## src/rtl/axi_write_slave_if.sv

```systemverilog
// AXI4 write-channel bundle (AW/W/B) shared by initiator and responder.
// Widths are set by the instantiating context.
interface axi_write_slave_if #(
   parameter int ADDR_W = 32,
   parameter int DATA_W = 256,
   parameter int STRB_W = DATA_W / 8
);
   logic              AWVALID;
   logic              AWREADY;
   logic [ADDR_W-1:0] AWADDR;
   logic [7:0]        AWLEN;
   logic [2:0]        AWSIZE;
   logic [1:0]        AWBURST;
   logic              WVALID;
   logic              WREADY;
   logic [DATA_W-1:0] WDATA;
   logic [STRB_W-1:0] WSTRB;
   logic              WLAST;
   logic              BVALID;
   logic              BREADY;
   logic [1:0]        BRESP;

   modport master (
      output AWVALID, AWADDR, AWLEN, AWSIZE, AWBURST,
      input  AWREADY,
      output WVALID, WDATA, WSTRB, WLAST,
      input  WREADY,
      input  BVALID, BRESP,
      output BREADY
   );

   modport slave (
      input  AWVALID, AWADDR, AWLEN, AWSIZE, AWBURST,
      output AWREADY,
      input  WVALID, WDATA, WSTRB, WLAST,
      output WREADY,
      output BVALID, BRESP,
      input  BREADY
   );
endinterface

```

## src/rtl/axi_write_slave.sv

```systemverilog
// AXI4 write responder: one transaction at a time, each accepted
// beat becomes a single-cycle byte-strobed write on an SRAM port.
module axi_write_slave #(
   parameter int ADDR_W = 32,
   parameter int DATA_W = 256,
   parameter int STRB_W = DATA_W / 8
) (
   input  logic              ACLK,
   input  logic              ARESETn,
   axi_write_slave_if.slave  axi,
   output logic              mem_wen,
   output logic [ADDR_W-1:0] mem_addr,
   output logic [DATA_W-1:0] mem_wdata,
   output logic [STRB_W-1:0] mem_wstrb,
   input  logic              mem_ready
);

   typedef enum logic [1:0] {
      IDLE = 2'd0,
      DATA = 2'd1,
      RESP = 2'd2
   } state_e;

   localparam logic [1:0] BURST_INCR = 2'b01;
   localparam logic [2:0] MAX_SIZE   = 3'($clog2(STRB_W));

   state_e            state_q, state_d;
   logic [ADDR_W-1:0] addr_q, addr_d;
   logic [7:0]        len_q, len_d;
   logic [2:0]        size_q, size_d;
   logic [1:0]        burst_q, burst_d;
   logic [7:0]        cnt_q, cnt_d;
   logic              err_q, err_d;
   logic              mem_wen_q, mem_wen_d;
   logic [ADDR_W-1:0] mem_addr_q, mem_addr_d;
   logic [DATA_W-1:0] mem_wdata_q, mem_wdata_d;
   logic [STRB_W-1:0] mem_wstrb_q, mem_wstrb_d;

   logic              aw_hs;
   logic              w_hs;
   logic [ADDR_W-1:0] beat_bytes;

   assign aw_hs      = (state_q == IDLE) && axi.AWVALID;
   assign w_hs       = (state_q == DATA) && axi.WVALID && mem_ready;
   assign beat_bytes = ADDR_W'(1) << size_q;

   assign axi.AWREADY = (state_q == IDLE);
   assign axi.WREADY  = (state_q == DATA) && mem_ready;
   assign axi.BVALID  = (state_q == RESP);
   assign axi.BRESP   = err_q ? 2'b10 : 2'b00;

   assign mem_wen   = mem_wen_q;
   assign mem_addr  = mem_addr_q;
   assign mem_wdata = mem_wdata_q;
   assign mem_wstrb = mem_wstrb_q;

   // Next-state, burst bookkeeping and memory write generation
   always_comb begin
      state_d     = state_q;
      addr_d      = addr_q;
      len_d       = len_q;
      size_d      = size_q;
      burst_d     = burst_q;
      cnt_d       = cnt_q;
      err_d       = err_q;
      mem_wen_d   = 1'b0;
      mem_addr_d  = mem_addr_q;
      mem_wdata_d = mem_wdata_q;
      mem_wstrb_d = mem_wstrb_q;
      unique case (state_q)
         IDLE: begin
            if (aw_hs) begin
               addr_d  = axi.AWADDR;
               len_d   = axi.AWLEN;
               size_d  = axi.AWSIZE;
               burst_d = axi.AWBURST;
               cnt_d   = 8'd0;
               err_d   = axi.AWBURST[1] ||
                         (axi.AWSIZE > MAX_SIZE);
               state_d = DATA;
            end
         end
         DATA: begin
            if (w_hs) begin
               // Beats past AWLEN or of a bad burst are swallowed
               if (!err_q && (cnt_q <= len_q)) begin
                  mem_wen_d   = 1'b1;
                  mem_addr_d  = addr_q;
                  mem_wdata_d = axi.WDATA;
                  mem_wstrb_d = axi.WSTRB;
               end
               if (cnt_q != 8'hFF) begin
                  cnt_d = cnt_q + 8'd1;
               end
               if (burst_q == BURST_INCR) begin
                  addr_d = addr_q + beat_bytes;
               end
               if (axi.WLAST) begin
                  state_d = RESP;
                  if (cnt_q != len_q) begin
                     err_d = 1'b1;
                  end
               end else if (cnt_q > len_q) begin
                  err_d = 1'b1;
               end
            end
         end
         RESP: begin
            if (axi.BREADY) begin
               state_d = IDLE;
            end
         end
         default: begin
            state_d = IDLE;
         end
      endcase
   end

   // State and datapath registers
   always_ff @(posedge ACLK or negedge ARESETn) begin
      if (!ARESETn) begin
         state_q     <= IDLE;
         addr_q      <= '0;
         len_q       <= '0;
         size_q      <= '0;
         burst_q     <= '0;
         cnt_q       <= '0;
         err_q       <= 1'b0;
         mem_wen_q   <= 1'b0;
         mem_addr_q  <= '0;
         mem_wdata_q <= '0;
         mem_wstrb_q <= '0;
      end else begin
         state_q     <= state_d;
         addr_q      <= addr_d;
         len_q       <= len_d;
         size_q      <= size_d;
         burst_q     <= burst_d;
         cnt_q       <= cnt_d;
         err_q       <= err_d;
         mem_wen_q   <= mem_wen_d;
         mem_addr_q  <= mem_addr_d;
         mem_wdata_q <= mem_wdata_d;
         mem_wstrb_q <= mem_wstrb_d;
      end
   end

endmodule

```

## src/flat_wrapper.sv

```systemverilog
// flat-port wrapper written by rule: the top's interface ports become plain ports
module axi_write_slave_flat 
#(
   parameter int ADDR_W = 32,
   parameter int DATA_W = 256,
   parameter int STRB_W = DATA_W / 8
)
  (ACLK, ARESETn, mem_wen, mem_addr, mem_wdata, mem_wstrb, mem_ready, axi_AWVALID, axi_AWADDR, axi_AWLEN, axi_AWSIZE, axi_AWBURST, axi_AWREADY, axi_WVALID, axi_WDATA, axi_WSTRB, axi_WLAST, axi_WREADY, axi_BVALID, axi_BRESP, axi_BREADY);
  axi_write_slave_if #(.ADDR_W(ADDR_W), .DATA_W(DATA_W), .STRB_W(STRB_W)) axi_i ();
  input  logic ACLK;
  input  logic ARESETn;
  output logic mem_wen;
  output logic [ADDR_W-1:0] mem_addr;
  output logic [DATA_W-1:0] mem_wdata;
  output logic [STRB_W-1:0] mem_wstrb;
  input  logic mem_ready;
  input wire logic [$bits(axi_i.AWVALID)-1:0] axi_AWVALID;
  input wire logic [$bits(axi_i.AWADDR)-1:0] axi_AWADDR;
  input wire logic [$bits(axi_i.AWLEN)-1:0] axi_AWLEN;
  input wire logic [$bits(axi_i.AWSIZE)-1:0] axi_AWSIZE;
  input wire logic [$bits(axi_i.AWBURST)-1:0] axi_AWBURST;
  output wire logic [$bits(axi_i.AWREADY)-1:0] axi_AWREADY;
  input wire logic [$bits(axi_i.WVALID)-1:0] axi_WVALID;
  input wire logic [$bits(axi_i.WDATA)-1:0] axi_WDATA;
  input wire logic [$bits(axi_i.WSTRB)-1:0] axi_WSTRB;
  input wire logic [$bits(axi_i.WLAST)-1:0] axi_WLAST;
  output wire logic [$bits(axi_i.WREADY)-1:0] axi_WREADY;
  output wire logic [$bits(axi_i.BVALID)-1:0] axi_BVALID;
  output wire logic [$bits(axi_i.BRESP)-1:0] axi_BRESP;
  input wire logic [$bits(axi_i.BREADY)-1:0] axi_BREADY;
  assign axi_i.AWVALID = axi_AWVALID;
  assign axi_i.AWADDR = axi_AWADDR;
  assign axi_i.AWLEN = axi_AWLEN;
  assign axi_i.AWSIZE = axi_AWSIZE;
  assign axi_i.AWBURST = axi_AWBURST;
  assign axi_AWREADY = axi_i.AWREADY;
  assign axi_i.WVALID = axi_WVALID;
  assign axi_i.WDATA = axi_WDATA;
  assign axi_i.WSTRB = axi_WSTRB;
  assign axi_i.WLAST = axi_WLAST;
  assign axi_WREADY = axi_i.WREADY;
  assign axi_BVALID = axi_i.BVALID;
  assign axi_BRESP = axi_i.BRESP;
  assign axi_i.BREADY = axi_BREADY;
  axi_write_slave #(.ADDR_W(ADDR_W), .DATA_W(DATA_W), .STRB_W(STRB_W)) u_core (.ACLK(ACLK), .ARESETn(ARESETn), .axi(axi_i), .mem_wen(mem_wen), .mem_addr(mem_addr), .mem_wdata(mem_wdata), .mem_wstrb(mem_wstrb), .mem_ready(mem_ready));
endmodule
```

## config.mk

```make
export PLATFORM = sky130hd
export DESIGN_NAME = axi_write_slave_flat
export DESIGN_NICKNAME = d
export VERILOG_FILES = /design/src/rtl/axi_write_slave_if.sv /design/src/rtl/axi_write_slave.sv /design/src/flat_wrapper.sv
export SDC_FILE = /design/constraint.sdc
export NUM_CORES = 1
export LEC_CHECK = 0
export BUFFER_PORTS_ARGS = -buffer_cell sky130_fd_sc_hd__buf_2
export CAP_MARGIN = 25
export CORE_AREA = 10 10 248 250
export CTS_BUF_LIST = sky130_fd_sc_hd__clkbuf_8
export CTS_CLUSTER_DIAMETER = 150
export CTS_CLUSTER_SIZE = 8
export DETAILED_ROUTE_END_ITERATION = 8
export DIE_AREA = 0 0 258 260
export PLACE_DENSITY_LB_ADDON = 0.05
export SYNTH_ARGS = -nofsm -noshare
export SYNTH_HDL_FRONTEND = slang
export SYNTH_SLANG_ARGS = --single-unit
```

## constraint.sdc

```tcl
create_clock -name ACLK -period 4.4 [get_ports ACLK]
set_input_delay 0 -clock ACLK [delete_from_list [all_inputs] [get_ports ACLK]]
set_output_delay 0 -clock ACLK [all_outputs]
set_load 0.1 [all_outputs]
```

Yosys cells after proc, flatten, opt, wreduce, memory -nomap -nowiden
Cells that the tools add are included.

Register bits: 377. Input port bits: 340. Logic and storage cells: 68.

Add/sub/neg operators: 2. Magnitude comparators: 3. Equality and inequality tests: 13. Shift operators: 1. Multiplexer cells: 23. Reduce and logical (&&, ||, !) cells: 15.

Operators with widths (number): two-way mux 32 bit (3); one-hot mux 32 bit (2 select lines) (1); adder 32 bit (1); left shift 1 x 3 -> 32 bit (first input constant) (1); two-way mux 8 bit (3); one-hot mux 8 bit (2 select lines) (1); AND reduction 4 bit (3); two-way mux 2 bit (5); adder 8 x 1 -> 8 bit (second input constant) (1); greater-than comparator 8 bit (1); <= comparator 8 bit (1); two-way mux 1 bit (8); inequality test 8 bit (1); inequality test 8 bit (second input constant) (1); inequality test 2 x 1 -> 1 bit (second input constant) (3); inequality test 2 bit (second input constant) (3); inequality test 3 bit (second input constant) (2); one-hot mux 2 bit (3 select lines) (1); logical AND 1 bit (5); AND reduction 5 bit (1); == test 2 x 1 -> 1 bit (second input constant) (2); greater-than comparator 3 bit (second input constant) (1); AND reduction 3 bit (1); == test 2 bit (second input constant) (1); other kinds (6) (6).

Logic depth before layout (Yosys ltp)
Word-level depth: 5. Gate-level depth with buffers: 11. Gate-level depth less buffers: 9.

Worst setup path after synthesis
No wires, ideal clock.

Path type: flip-flop to flip-flop. Start point: register u_core.state_q[0]. End point: register u_core.addr_q[27]. Arrival: 2494 ps. Required time: 4263 ps. Path slack: 1768 ps. Cell stages (with the launch flop): 7. Buffers on the path: 2. Cell sequence: dfrtp_1 -> buf_2 -> nor2_1 -> nand2_1 -> clkbuf_1 -> o311ai_0 -> nand3_1.

Elaborated cells between the ends (all ways): 11. Those cells by class: eq/ne (4); mux (1); reduce/logical (6).

RTL lines: from (decl) (line axi_write_slave.sv:27) `state_e state_q, state_d;`; from (signal assigned) (line axi_write_slave.sv:134) `state_q <= state_d;`; logical NOT 2 bit (*); net axi_AWREADY (line flat_wrapper.sv:22) `output wire logic [$bits(axi_i.AWREADY)-1:0] axi_AWREADY;`; logical AND 1 bit (line axi_write_slave.sv:43) `assign aw_hs = (state_q == IDLE) && axi.AWVALID;`; inequality test 2 x 1 -> 1 bit (no source line); AND reduction 4 bit (no source line); to (signal assigned) (line axi_write_slave.sv:135) `addr_q <= addr_d;`; to (decl) (line axi_write_slave.sv:28) `logic [ADDR_W-1:0] addr_q, addr_d;`.

The timed path passes the listed nets; every way through them passes the cells marked *. A chain may end at the register's enable or synchronous reset.

Worst setup path in the final report
Start point: register u_core.size_q[1]. End point: register u_core.addr_q[31].

Word-level cells in the longest chain between the ends: 5.

RTL lines: from (decl) (line axi_write_slave.sv:30) `logic [2:0] size_q, size_d;`; from (signal assigned) (line axi_write_slave.sv:137) `size_q <= size_d;`; left shift 1 x 3 -> 32 bit (line axi_write_slave.sv:45) `assign beat_bytes = ADDR_W'(1) << size_q;`; adder 32 bit (line axi_write_slave.sv:96) `addr_d = addr_q + beat_bytes;`; two-way mux 32 bit (line axi_write_slave.sv:95) `if (burst_q == BURST_INCR) begin`; two-way mux 32 bit (line axi_write_slave.sv:84) `if (w_hs) begin`; one-hot mux 32 bit (2 select lines) (line axi_write_slave.sv:70) `unique case (state_q)`.

No other way between the ends. The select of a mux whose other input is x is not followed.

==> run metrics <==
predominant post-synthesis flop cell=sky130_fd_sc_hd__dfrtp_1; Final period util=0.7932; cell-by-cell listing of the critical path=nor3b_1 > ha_1 > a21o_1 > nand4_1 > a21oi_1 > o21ai_2 > or4_1 > o211a_1 > dlygate4sd3_1; number of nets with antenna violations after detailed routing=0; Via-to-Cell Ratio=between 4 and 5; ranking of synthesized cells by area=sky130_fd_sc_hd__dfrtp_1, sky130_fd_sc_hd__mux2_2, sky130_fd_sc_hd__nand2_1; area fraction of the dominant cell type after synthesis=0.6083; Mean Syn Cell Area=13.95 um2; chip height=~260 um; Initial Util=0.2756; gate count of the mapped netlist=1112; maximum number of pins on one net before global-route repair=139; total clock sinks=377; synth cell count leaders=sky130_fd_sc_hd__dfrtp_1, sky130_fd_sc_hd__mux2_2, sky130_fd_sc_hd__nand2_1, sky130_fd_sc_hd__nor2_1, sky130_fd_sc_hd__a21oi_1; I/O Pins=about 670; Max-cap violations=0; sequential area share after synthesis=0.6083; tightest slew margin relative to the limit=0.2585; final RePlAce weighted congestion=around 0.81; final-stage net count=approximately 2500; #FFs+latches synth=377; peak per-stage delay on the critical path=between 600 and 700 ps; slew at the pin closest to its max-slew limit=around 1100 ps; maximum achievable frequency=approximately 290 MHz; cell with the largest stage delay on the worst path=sky130_fd_sc_hd__a21oi_1; number of buffers inserted during clock tree synthesis=53; initial drt markers=657; leading cell type by number of instances after synthesis=sky130_fd_sc_hd__dfrtp_1; time the final worst path needs with I/O delays and setup=3490 ps; count of synthesis-stage warnings from yosys=0; arrival time worst endpoint=~4000 ps; clk slew on worst S/H paths=about 70 ps; post-detailed-placement half-perimeter wirelength=48.63 mm; number of global-route vias before repair=approximately 14000; skew final=roughly 32 ps; clock root buffer master=sky130_fd_sc_hd__clkbuf_8; H-tree levels=2; Syn Nets=1470; number of buffers added for setup after CTS=0; standard-cell row count=between 80 and 90; final number of setup-violating endpoints=0; WL per Instance=22.11 um; TritonRoute pass-1 iters=5; initial antenna violation count=2; post-synthesis async set-or-reset flop share=1.000; critical path type=flip-flop to flip-flop; global-route wire length before repair=about 94 mm; wire length after detailed routing=about 64 mm; Worst EP required=4900 ps; die boundary width=258 um; Core Footprint=around 56000 um2; highest net fanout along the worst path=9; share of cells above drive strength 1=0.5009; Overall Global Routing Usage=0.1833; total standard cell area after synthesis=roughly 16000 um2; overall overflow remaining after global route=0; launching element type of the critical path=flip-flop; total negative setup slack=0 ps; Hold Path Class=input port to async pin; number of enable flip-flop cells after synthesis=0; final routed DRC violation total=0; number of port buffers=664; result of the run=completed; die footprint=between 60000 and 70000 um2; clock latency of the later-clocked register in the worst-skew pair=approximately 640 ps; CTS tree=built; Worst Path Buf+Inv=1; final number of max-transition violations=0; capturing element type of the critical path=flip-flop; number of hold violations in the final report=0; vias after detailed routing=around 13000; number of unique standard cell types used by synthesis=between 60 and 70; dominant cell type by area after synthesis=sky130_fd_sc_hd__dfrtp_1; Worst path top cell family by delay=compound AO/OA/AOI/OAI gates; RSZ-0062 raised after global routing=no; Layout Area Growth over Synthesis=53.87%; clock buffer depth=3
## final cells by class
type	count	area, um2
Sequential cell	377	9434
Antenna cell	2	5.005
Fill cell	5479	32410
Clock buffer	54	743.2
Tap cell	756	945.9
Timing Repair Buffer	1027	6979
Multi-Input combinational cell	660	5678
Clock inverter	3	21.27
Inverter	15	56.30
## path summary, 6_finish.rpt
path | from | to | slack [ps] | cells after the start
min in group ACLK | axi_AWLEN[2] | u_core.len_q[2] | 130 | 4
max | u_core.size_q[1] | u_core.addr_q[31] | 910 | 9
max reg2reg | u_core.size_q[1] | u_core.addr_q[31] | 910 | 9
min | ARESETn | u_core.mem_wdata[249] | 30 | 2
max in group asynchronous | ARESETn | u_core.mem_addr[0] | 3110 | 3
min reg2reg | u_core.burst_q[0] | u_core.burst_q[0] | 480 | 2
## what timing repair did
item,CTS,global route
gates resized for setup,0,0
hold buffers,348,0
hold endpoints to repair,446,0
## metal layers
layer | up-vias | track usage | part of all wire
li1 | 5980 | - | -
met1 | 6374 | 0.2066 | 0.39
met2 | 415 | 0.3250 | 0.51
met3 | 91 | 0.05607 | 0.071
met4 | 0 | 0.06045 | 0.027
met5 | - | 0 | 0
## cells in the final DEF (no fill, tap or decap), drive strengths merged, types with 3 or more instances in the layout
master	Yosys	layout
nand3	16	16
o31ai	4	4
and3	7	7
nor2b	3	3
a21o	5	5
mux2	320	320
or4	3	3
dfrtp	377	377
nand4	8	8
nand2	68	68
nor3b	4	4
a31oi	6	6
o211ai	8	8
o21ai	29	29
a211oi	3	3
a21oi	33	33
nor2	47	47
nor4	3	3
o22ai	4	4
inv	15	17
nor3	15	15
ha	17	17
xor2	7	7
nand2b	5	5
clkbuf	19	54
o22a	3	3
mux2i	3	3
a2bb2oi	5	5
buf	41	679
dlygate4sd3	0	348
## state kept, by name, indices dropped and copies added, names as in the netlist, 2 cells and up
register and count:
u_core.burst_q 2, u_core.mem_addr 32, u_core.cnt_q 8, u_core.state_q 2, u_core.len_q 8, u_core.mem_wstrb 32, u_core.mem_wdata 256, u_core.addr_q 32
u_core.size_q 3
## cell families (layout without fill, tap and decap cells)
kind of cell | after synthesis | count (layout) | synth area share
fa+ha+maj | 18 | 18 | 0.01501
compound gates | 121 | 121 | 0.05164
buf+inv | 75 | 1099 | 0.02654
other cells | 1 | 3 | 0.0002418
mux | 323 | 323 | 0.2343
flops | 377 | 377 | 0.6083
xor+xnor | 9 | 9 | 0.005083
simple gates | 188 | 188 | 0.05889
## through the flow
| stage | hold WS (ps) | worst slack, ps | util | instances | area [um2] |
|---|---|---|---|---|---|
| global route | 87.65 | 708.5 | 0.4240 | 2894 | 23860 |
| detailed placement | 159.6 | 1490 | 0.3485 | 2487 | 19610 |
| finish | 28.55 | 910.0 | 0.4240 | 2894 | 23860 |
| CTS | 46.32 | 916.8 | 0.4239 | 2892 | 23860 |
| global placement | 163.0 | 1561 | 0.3485 | 2487 | 19610 |
| floorplan | -295.6 | 1768 | - | 1112 | 15510 |
Power is left out: the tool's default activity adds up to more than one toggle a clock period on the data nets, which glitch-free logic cannot reach.
